### src/rtl/tristate_bus_arbiter_pkg.sv
`default_nettype none
// ============================================================================
//  Module      : tristate_bus_arbiter_pkg
//  Description : Shared state encodings, default sizes and width helpers for
//                the tri-state bus arbiter and its round-robin selector.
//  Revision    : 1.0  initial release
// ============================================================================
package tristate_bus_arbiter_pkg;

    // Arbiter FSM states; encodings are fixed so waveforms stay readable
    typedef enum logic [1:0] {
        ST_IDLE  = 2'd0,
        ST_GRANT = 2'd1,
        ST_TURN  = 2'd2
    } arb_state_t;

    localparam int c_def_n_req       = 4;
    localparam int c_def_max_hold    = 8;
    localparam int c_def_turn_cycles = 1;

    // Index width for n requesters, never narrower than one bit
    function automatic int idx_width(input int n);
        return (n <= 2) ? 1 : $clog2(n);
    endfunction

    // Width of a counter that must reach maxval inclusive
    function automatic int cnt_width(input int maxval);
        return (maxval <= 1) ? 1 : $clog2(maxval + 1);
    endfunction

endpackage : tristate_bus_arbiter_pkg
`default_nettype wire

### src/rtl/tristate_bus_arbiter_if.sv
`default_nettype none
// ============================================================================
//  Module      : tristate_bus_arbiter_if
//  Description : Request/release and grant/driver-enable bundle between the
//                requesters and the tri-state bus arbiter.
//  Revision    : 1.0  initial release
// ============================================================================
interface tristate_bus_arbiter_if
    import tristate_bus_arbiter_pkg::*;
#(
    parameter int N_REQ = c_def_n_req
) ();

    localparam int c_owner_w = idx_width(N_REQ);

    logic [N_REQ-1:0]     req;
    logic [N_REQ-1:0]     done;
    logic [N_REQ-1:0]     grant;
    logic [N_REQ-1:0]     drv_en;
    logic [c_owner_w-1:0] owner;
    logic                 bus_idle;
    logic                 timeout;

    // Arbiter side
    modport master (
        input  req,
        input  done,
        output grant,
        output drv_en,
        output owner,
        output bus_idle,
        output timeout
    );

    // Requester / driver side
    modport slave (
        output req,
        output done,
        input  grant,
        input  drv_en,
        input  owner,
        input  bus_idle,
        input  timeout
    );

endinterface : tristate_bus_arbiter_if
`default_nettype wire

### src/rtl/tristate_bus_arbiter_rr_pick.sv
`default_nettype none
// ============================================================================
//  Module      : tristate_bus_arbiter_rr_pick
//  Description : Combinational round-robin selector. Searches req starting at
//                ptr, wrapping from N_REQ-1 to 0, and returns the first
//                asserted requester as one-hot pick plus its index.
//  Revision    : 1.0  initial release
// ============================================================================
module tristate_bus_arbiter_rr_pick
    import tristate_bus_arbiter_pkg::*;
#(
    parameter  int N_REQ   = c_def_n_req,
    localparam int c_idx_w = idx_width(N_REQ)
) (
    input  logic [N_REQ-1:0]   req,
    input  logic [c_idx_w-1:0] ptr,
    output logic [N_REQ-1:0]   pick,
    output logic [c_idx_w-1:0] pick_idx,
    output logic               valid
);

    logic [c_idx_w-1:0] w_cand;

    // First requester at or after ptr in circular order wins
    always_comb begin
        pick     = '0;
        pick_idx = '0;
        valid    = 1'b0;
        w_cand   = '0;
        for (int i = 0; i < N_REQ; i++) begin
            w_cand = c_idx_w'((int'(ptr) + i) % N_REQ);
            if (!valid && req[w_cand]) begin
                valid        = 1'b1;
                pick[w_cand] = 1'b1;
                pick_idx     = w_cand;
            end
        end
    end

endmodule : tristate_bus_arbiter_rr_pick
`default_nettype wire

### src/rtl/tristate_bus_arbiter.sv
`default_nettype none
// ============================================================================
//  Module      : tristate_bus_arbiter
//  Description : Round-robin owner of a shared tri-state data bus. Grants one
//                driver at a time, bounds each tenure to MAX_HOLD cycles and
//                keeps every driver disabled for TURN_CYCLES cycles between
//                owners so two drivers never contend.
//  Revision    : 1.0  initial release
// ============================================================================
module tristate_bus_arbiter
    import tristate_bus_arbiter_pkg::*;
#(
    parameter int N_REQ       = c_def_n_req,
    parameter int MAX_HOLD    = c_def_max_hold,
    parameter int TURN_CYCLES = c_def_turn_cycles
) (
    input  wire logic             clk,
    input  wire logic             rst_n,
    tristate_bus_arbiter_if.master bus
);

    localparam int c_idx_w  = idx_width(N_REQ);
    localparam int c_hold_w = cnt_width(MAX_HOLD);
    localparam int c_turn_w = cnt_width(TURN_CYCLES);

    localparam logic [c_idx_w-1:0]  c_last_idx = c_idx_w'(N_REQ - 1);
    localparam logic [c_hold_w-1:0] c_hold_max = c_hold_w'(MAX_HOLD);
    localparam logic [c_turn_w-1:0] c_turn_max = c_turn_w'(TURN_CYCLES);

    arb_state_t          r_state,    w_state_nxt;
    logic [N_REQ-1:0]    r_grant,    w_grant_nxt;
    logic [c_idx_w-1:0]  r_owner,    w_owner_nxt;
    logic [c_idx_w-1:0]  r_rr_ptr,   w_rr_ptr_nxt;
    logic [c_hold_w-1:0] r_hold_cnt, w_hold_nxt;
    logic [c_turn_w-1:0] r_turn_cnt, w_turn_nxt;
    logic                r_timeout,  w_timeout_nxt;
    logic                r_bus_idle;

    logic [N_REQ-1:0]    w_pick;
    logic [c_idx_w-1:0]  w_pick_idx;
    logic                w_pick_valid;

    logic                w_own_done;
    logic                w_own_req;
    logic                w_hold_max;
    logic [c_idx_w-1:0]  w_owner_inc;

    tristate_bus_arbiter_rr_pick #(
        .N_REQ (N_REQ)
    ) u_rr_pick (
        .req      (bus.req),
        .ptr      (r_rr_ptr),
        .pick     (w_pick),
        .pick_idx (w_pick_idx),
        .valid    (w_pick_valid)
    );

    // Release conditions seen from the current owner's point of view
    assign w_own_done  = bus.done[r_owner];
    assign w_own_req   = bus.req[r_owner];
    assign w_hold_max  = (r_hold_cnt == c_hold_max);
    assign w_owner_inc = (r_owner == c_last_idx) ? '0 : r_owner + 1'b1;

    // Next-state and next-output decode; every register defaults to holding
    always_comb begin
        w_state_nxt   = r_state;
        w_grant_nxt   = r_grant;
        w_owner_nxt   = r_owner;
        w_rr_ptr_nxt  = r_rr_ptr;
        w_hold_nxt    = r_hold_cnt;
        w_turn_nxt    = r_turn_cnt;
        w_timeout_nxt = 1'b0;

        case (r_state)
            ST_IDLE: begin
                if (w_pick_valid) begin
                    w_state_nxt = ST_GRANT;
                    w_grant_nxt = w_pick;
                    w_owner_nxt = w_pick_idx;
                    w_hold_nxt  = c_hold_w'(1);
                end
            end

            ST_GRANT: begin
                if (w_own_done || !w_own_req || w_hold_max) begin
                    // Previous owner drops to lowest priority next round
                    w_state_nxt   = ST_TURN;
                    w_grant_nxt   = '0;
                    w_rr_ptr_nxt  = w_owner_inc;
                    w_turn_nxt    = c_turn_w'(1);
                    // Only a purely forced end counts as a timeout
                    w_timeout_nxt = w_hold_max && !w_own_done && w_own_req;
                end else begin
                    w_hold_nxt = r_hold_cnt + 1'b1;
                end
            end

            ST_TURN: begin
                if (r_turn_cnt != c_turn_max) begin
                    w_turn_nxt = r_turn_cnt + 1'b1;
                end else if (w_pick_valid) begin
                    w_state_nxt = ST_GRANT;
                    w_grant_nxt = w_pick;
                    w_owner_nxt = w_pick_idx;
                    w_hold_nxt  = c_hold_w'(1);
                end else begin
                    w_state_nxt = ST_IDLE;
                end
            end

            default: begin
                w_state_nxt = ST_IDLE;
                w_grant_nxt = '0;
            end
        endcase
    end

    // State and output registers; reset clears the driver enables at once
    always_ff @(posedge clk or negedge rst_n) begin
        if (!rst_n) begin
            r_state    <= ST_IDLE;
            r_grant    <= '0;
            r_owner    <= '0;
            r_rr_ptr   <= '0;
            r_hold_cnt <= '0;
            r_turn_cnt <= '0;
            r_timeout  <= 1'b0;
            r_bus_idle <= 1'b1;
        end else begin
            r_state    <= w_state_nxt;
            r_grant    <= w_grant_nxt;
            r_owner    <= w_owner_nxt;
            r_rr_ptr   <= w_rr_ptr_nxt;
            r_hold_cnt <= w_hold_nxt;
            r_turn_cnt <= w_turn_nxt;
            r_timeout  <= w_timeout_nxt;
            r_bus_idle <= (w_grant_nxt == '0);
        end
    end

    // Driver enables mirror the grant register exactly
    assign bus.grant    = r_grant;
    assign bus.drv_en   = r_grant;
    assign bus.owner    = r_owner;
    assign bus.bus_idle = r_bus_idle;
    assign bus.timeout  = r_timeout;

endmodule : tristate_bus_arbiter
`default_nettype wire
### src/flat_wrapper.sv
// flat-port wrapper written by rule: the top's interface ports become plain ports
module tristate_bus_arbiter_flat import tristate_bus_arbiter_pkg::*;
#(
    parameter int N_REQ       = c_def_n_req,
    parameter int MAX_HOLD    = c_def_max_hold,
    parameter int TURN_CYCLES = c_def_turn_cycles
)
  (clk, rst_n, bus_req, bus_done, bus_grant, bus_drv_en, bus_owner, bus_bus_idle, bus_timeout);
  tristate_bus_arbiter_if #(.N_REQ(N_REQ)) bus_i ();
  input  wire logic clk;
  input  wire logic rst_n;
  input wire logic [$bits(bus_i.req)-1:0] bus_req;
  input wire logic [$bits(bus_i.done)-1:0] bus_done;
  output wire logic [$bits(bus_i.grant)-1:0] bus_grant;
  output wire logic [$bits(bus_i.drv_en)-1:0] bus_drv_en;
  output wire logic [$bits(bus_i.owner)-1:0] bus_owner;
  output wire logic [$bits(bus_i.bus_idle)-1:0] bus_bus_idle;
  output wire logic [$bits(bus_i.timeout)-1:0] bus_timeout;
  assign bus_i.req = bus_req;
  assign bus_i.done = bus_done;
  assign bus_grant = bus_i.grant;
  assign bus_drv_en = bus_i.drv_en;
  assign bus_owner = bus_i.owner;
  assign bus_bus_idle = bus_i.bus_idle;
  assign bus_timeout = bus_i.timeout;
  tristate_bus_arbiter #(.N_REQ(N_REQ), .MAX_HOLD(MAX_HOLD), .TURN_CYCLES(TURN_CYCLES)) u_core (.clk(clk), .rst_n(rst_n), .bus(bus_i));
endmodule
### config.mk
export PLATFORM = sky130hd
export DESIGN_NAME = tristate_bus_arbiter_flat
export DESIGN_NICKNAME = d
export VERILOG_FILES = /design/src/rtl/tristate_bus_arbiter_pkg.sv /design/src/rtl/tristate_bus_arbiter_if.sv /design/src/rtl/tristate_bus_arbiter_rr_pick.sv /design/src/rtl/tristate_bus_arbiter.sv /design/src/flat_wrapper.sv
export SDC_FILE = /design/constraint.sdc
export NUM_CORES = 1
export LEC_CHECK = 0
export BUFFER_PORTS_ARGS = -buffer_cell sky130_fd_sc_hd__buf_2
export CAP_MARGIN = 20
export CORE_ASPECT_RATIO = 1.5
export CORE_UTILIZATION = 40
export CTS_CLUSTER_DIAMETER = 40
export DETAILED_ROUTE_END_ITERATION = 8
export HOLD_SLACK_MARGIN = 0.1
export PLACE_DENSITY = 0.62
export SLEW_MARGIN = 5
export SYNTH_ARGS = -nofsm -noshare
export SYNTH_HDL_FRONTEND = slang
export SYNTH_HIERARCHICAL = 1
export SYNTH_SLANG_ARGS = --single-unit
### constraint.sdc
create_clock -name clk -period 2.6 [get_ports clk]
set_input_delay 0 -clock clk [delete_from_list [all_inputs] [get_ports clk]]
set_output_delay 0 -clock clk [all_outputs]
set_load 0.1 [all_outputs]
==> results_dict.tcl <==
set metrics [dict create \
    antennaDiodeCount 0 \
    die-height_um 72.39 \
    die-area_sq_um 3542 \
    ys_seq_area_share_pct 32.29 \
    startpoint_type "flip-flop" \
    rows 25 \
    drtAntennaViolNets 0 \
    skew_ns 0.005264 \
    crit_arrival_ns 2.66 \
    fp.dieW_um 48.93 \
    worst-path-max-fanout 6 \
    worstMarginPinSlew_ns 0.4909 \
    synthArstFlopShare_pct 100.0 \
    cp-end-kind "flip-flop" \
    yosys_warnings 6 \
    grt_max_degree 18 \
    cts_buffer_depth 2 \
    syn-mean-instance-area_sq_um 10.83 \
    status "finished clean" \
    initial_utilization_pct 41.82 \
    vias 1046 \
    worstRegToRegCells 9 \
    cts_tree "yes" \
    grt_pass1_vias 971 \
    post-route-period-util_pct 95.89 \
    design.core.area_sq_um 3159 \
    syn_area_sq_um 1321 \
    grt-ovfl-total 0 \
    viasPerCell 5.420 \
    synth-seq-cells 17 \
    rsz0062_at_grt "no" \
    cts_made_buffers 3 \
    fill_cells 294 \
    rrSetupSlack_ns 0.11 \
    cp.required_ns 2.76 \
    clk_pin_slew_worst_paths_ns 0.07 \
    maxSlewViolCount 0 \
    fin_nets 172 \
    min_path_type "input port to asynchronous set/reset pin" \
    drt_first_pass_iters 4 \
    utilization_pct 51.05 \
    grt_first_pass_wirelength_um 4374 \
    grt_use_total_pct 16.42 \
    antenna_found_initial 0 \
    reg2reg_from "u_core/r_rr_ptr[1]" \
    wl_per_cell_um 14.20 \
    wirelength_um 2741 \
    synth_top_flop_cell "dfrtp_1" \
    drv_cap 0 \
    pin_count 22 \
    drt_iter0_drc 19 \
    cts_sinks 17 \
    ctsHtreeMaxLevel 1 \
    post-route-drc-count 0 \
    synth_edf_count 0 \
    area_growth_pct 22.06 \
    io_buffer_count 21 \
    r2r_end "u_core/bus.bus_idle" \
    netlist_instances 122 \
    place_congestion 0.8406 \
    worstSetupPathType "flip-flop to flip-flop" \
    setup_violations 0 \
    synth_cell_type_count 42 \
    slew_headroom_pct 67.15 \
    drive_gt1_share_pct 39.22 \
    clock_latency_ns 0.25 \
    max_freq_mhz 401.1 \
    finalHoldViolations 0 \
    dp_hpwl_um 2155 \
    syn-num-nets 140 \
    clockRootBuffer "clkbuf_8" \
    finalCriticalPeriod_ns 2.493 \
]
-- layer usage --
| layer | part of all wire, % | routed length, um | global-route usage (%) | vias up |
|---|---|---|---|---|
| li1 | - | - | - | 514 |
| met3 | 3.2 | 89 | 2.516 | 4 |
| met5 | 0 | 0 | 0 | - |
| met4 | 1.3 | 36 | 6.863 | 0 |
| met2 | 54 | 1489 | 31.02 | 28 |
| met1 | 41 | 1126 | 17.99 | 500 |
-- Yosys cell counts (3+ instances only) --
library cell / count / area, sq um
nand2b_1: 5 / 31.28
mux4_1: 3 / 78.83
ha_1: 8 / 100.1
nor2b_1: 5 / 31.28
buf_6: 3 / 33.78
o21bai_1: 3 / 22.52
a22oi_1: 8 / 60.06
dfrtp_1: 16 / 400.4
mux2i_1: 3 / 30.03
nand2_1: 5 / 18.77
mux2_2: 4 / 45.04
o21ai_0: 6 / 30.03
nor2_1: 7 / 26.28
inv_1: 6 / 22.52
buf_4: 4 / 30.03
-- sequential cells by signal, indices dropped and copies added, names as in the netlist --
signal	count
u_core/r_state	2
u_core/r_rr_ptr	2
u_core/bus.drv_en	4
u_core/bus.bus_idle	1
u_core/bus.owner	2
u_core/bus.timeout	1
u_core/r_turn_cnt	1
u_core/r_hold_cnt	4
-- worst max-delay path by stage --
stage	start	endpoint	slack, ns	cells past startpoint
final	u_core/r_rr_ptr[1]	u_core/bus.bus_idle	0.11	9
after global routing	u_core/r_rr_ptr[1]	u_core/bus.bus_idle	0.007	9
after detailed placement	u_core/r_rr_ptr[0]	u_core/bus.bus_idle	-0.03	10
after global placement	u_core/r_rr_ptr[0]	u_core/bus.bus_idle	0.07	10
after CTS	u_core/r_rr_ptr[0]	u_core/bus.bus_idle	0.03	10
after floorplan	u_core/r_rr_ptr[0]	u_core/bus.bus_idle	0.001	11
-- kinds of logic after synthesis --
family / after synthesis / synth area share (%)
DFF: 17 / 32.29
buffers and inverters: 15 / 7.196
and+or+nand+nor: 35 / 16.38
adders and majority gates: 8 / 7.576
AOI/OAI and AO/OA: 31 / 18.47
muxes: 14 / 16.76
xor gates and xnor gates: 2 / 1.326
-- layout make-up --
| class | instances | area, sq um | share of cell area, % |
|---|---|---|---|
| Sequential cell | 17 | 426.7 | 26.45 |
| Timing Repair Buffer | 36 | 232.7 | 14.43 |
| Multi-Input combinational cell | 90 | 832.0 | 51.59 |
| Clock inverter | 1 | 7.507 | 0.4655 |
| Clock buffer | 3 | 41.29 | 2.560 |
| Tap cell | 40 | 50.05 | 3.103 |
| Inverter | 6 | 22.52 | 1.396 |
-- per-stage QoR --
step | std cells | setup TNS, ns | worst slack (ns) | area (sq um) | hold slack (ns)
after global routing | 193 | 0 | 0.006664 | 1613 | 0.2302
after floorplan | 122 | 0 | 0.001466 | 1321 | -0.2956
after CTS | 189 | 0 | 0.02819 | 1569 | 0.1927
after detailed placement | 184 | -0.02672 | -0.02672 | 1491 | -0.05834
final | 193 | 0 | 0.1069 | 1613 | 0.1857
after global placement | 184 | 0 | 0.07147 | 1491 | -0.06630
-- repair_timing --
action	CTS	global route
setup buffers	0	4
pin swaps	0	3
hold endpoints to repair	17	0
hold buffers	1	0
resized for setup	4	7
endpoints found under the setup margin	2	4
-- worst max-delay path, cell delays in order (launching register included) --
cell and delay [ns]:
dfrtp_1 0.41, inv_1 0.10, ha_4 0.28, mux4_2 0.33, nor3_1 0.29, nand2b_1 0.16
nand2_2 0.15, mux2i_2 0.28, o2bb2ai_4 0.10, nor4_2 0.30
-- layout by cell type (no fill, tap or decap), types with 2 or more instances in the layout --
cell type / instances
a221oi_2: 2
ha_1: 7
inv_1: 5
a21oi_1: 2
o31ai_1: 2
buf_2: 21
xor2_1: 2
mux4_1: 2
dfrtp_1: 16
mux4_2: 3
clkbuf_8: 3
nand2b_1: 5
nor2_1: 7
nor2b_1: 5
buf_4: 13
mux2_1: 2
mux2_2: 4
o21ai_1: 3
nand3_1: 2
nor3_1: 2
mux2i_1: 2
nand2_1: 4
o21ai_0: 3
a31oi_1: 2
a22oi_1: 7
o21bai_1: 3
Power is left out: the tool's default activity adds up to more than one toggle a clock period on the data nets, which glitch-free logic cannot reach.
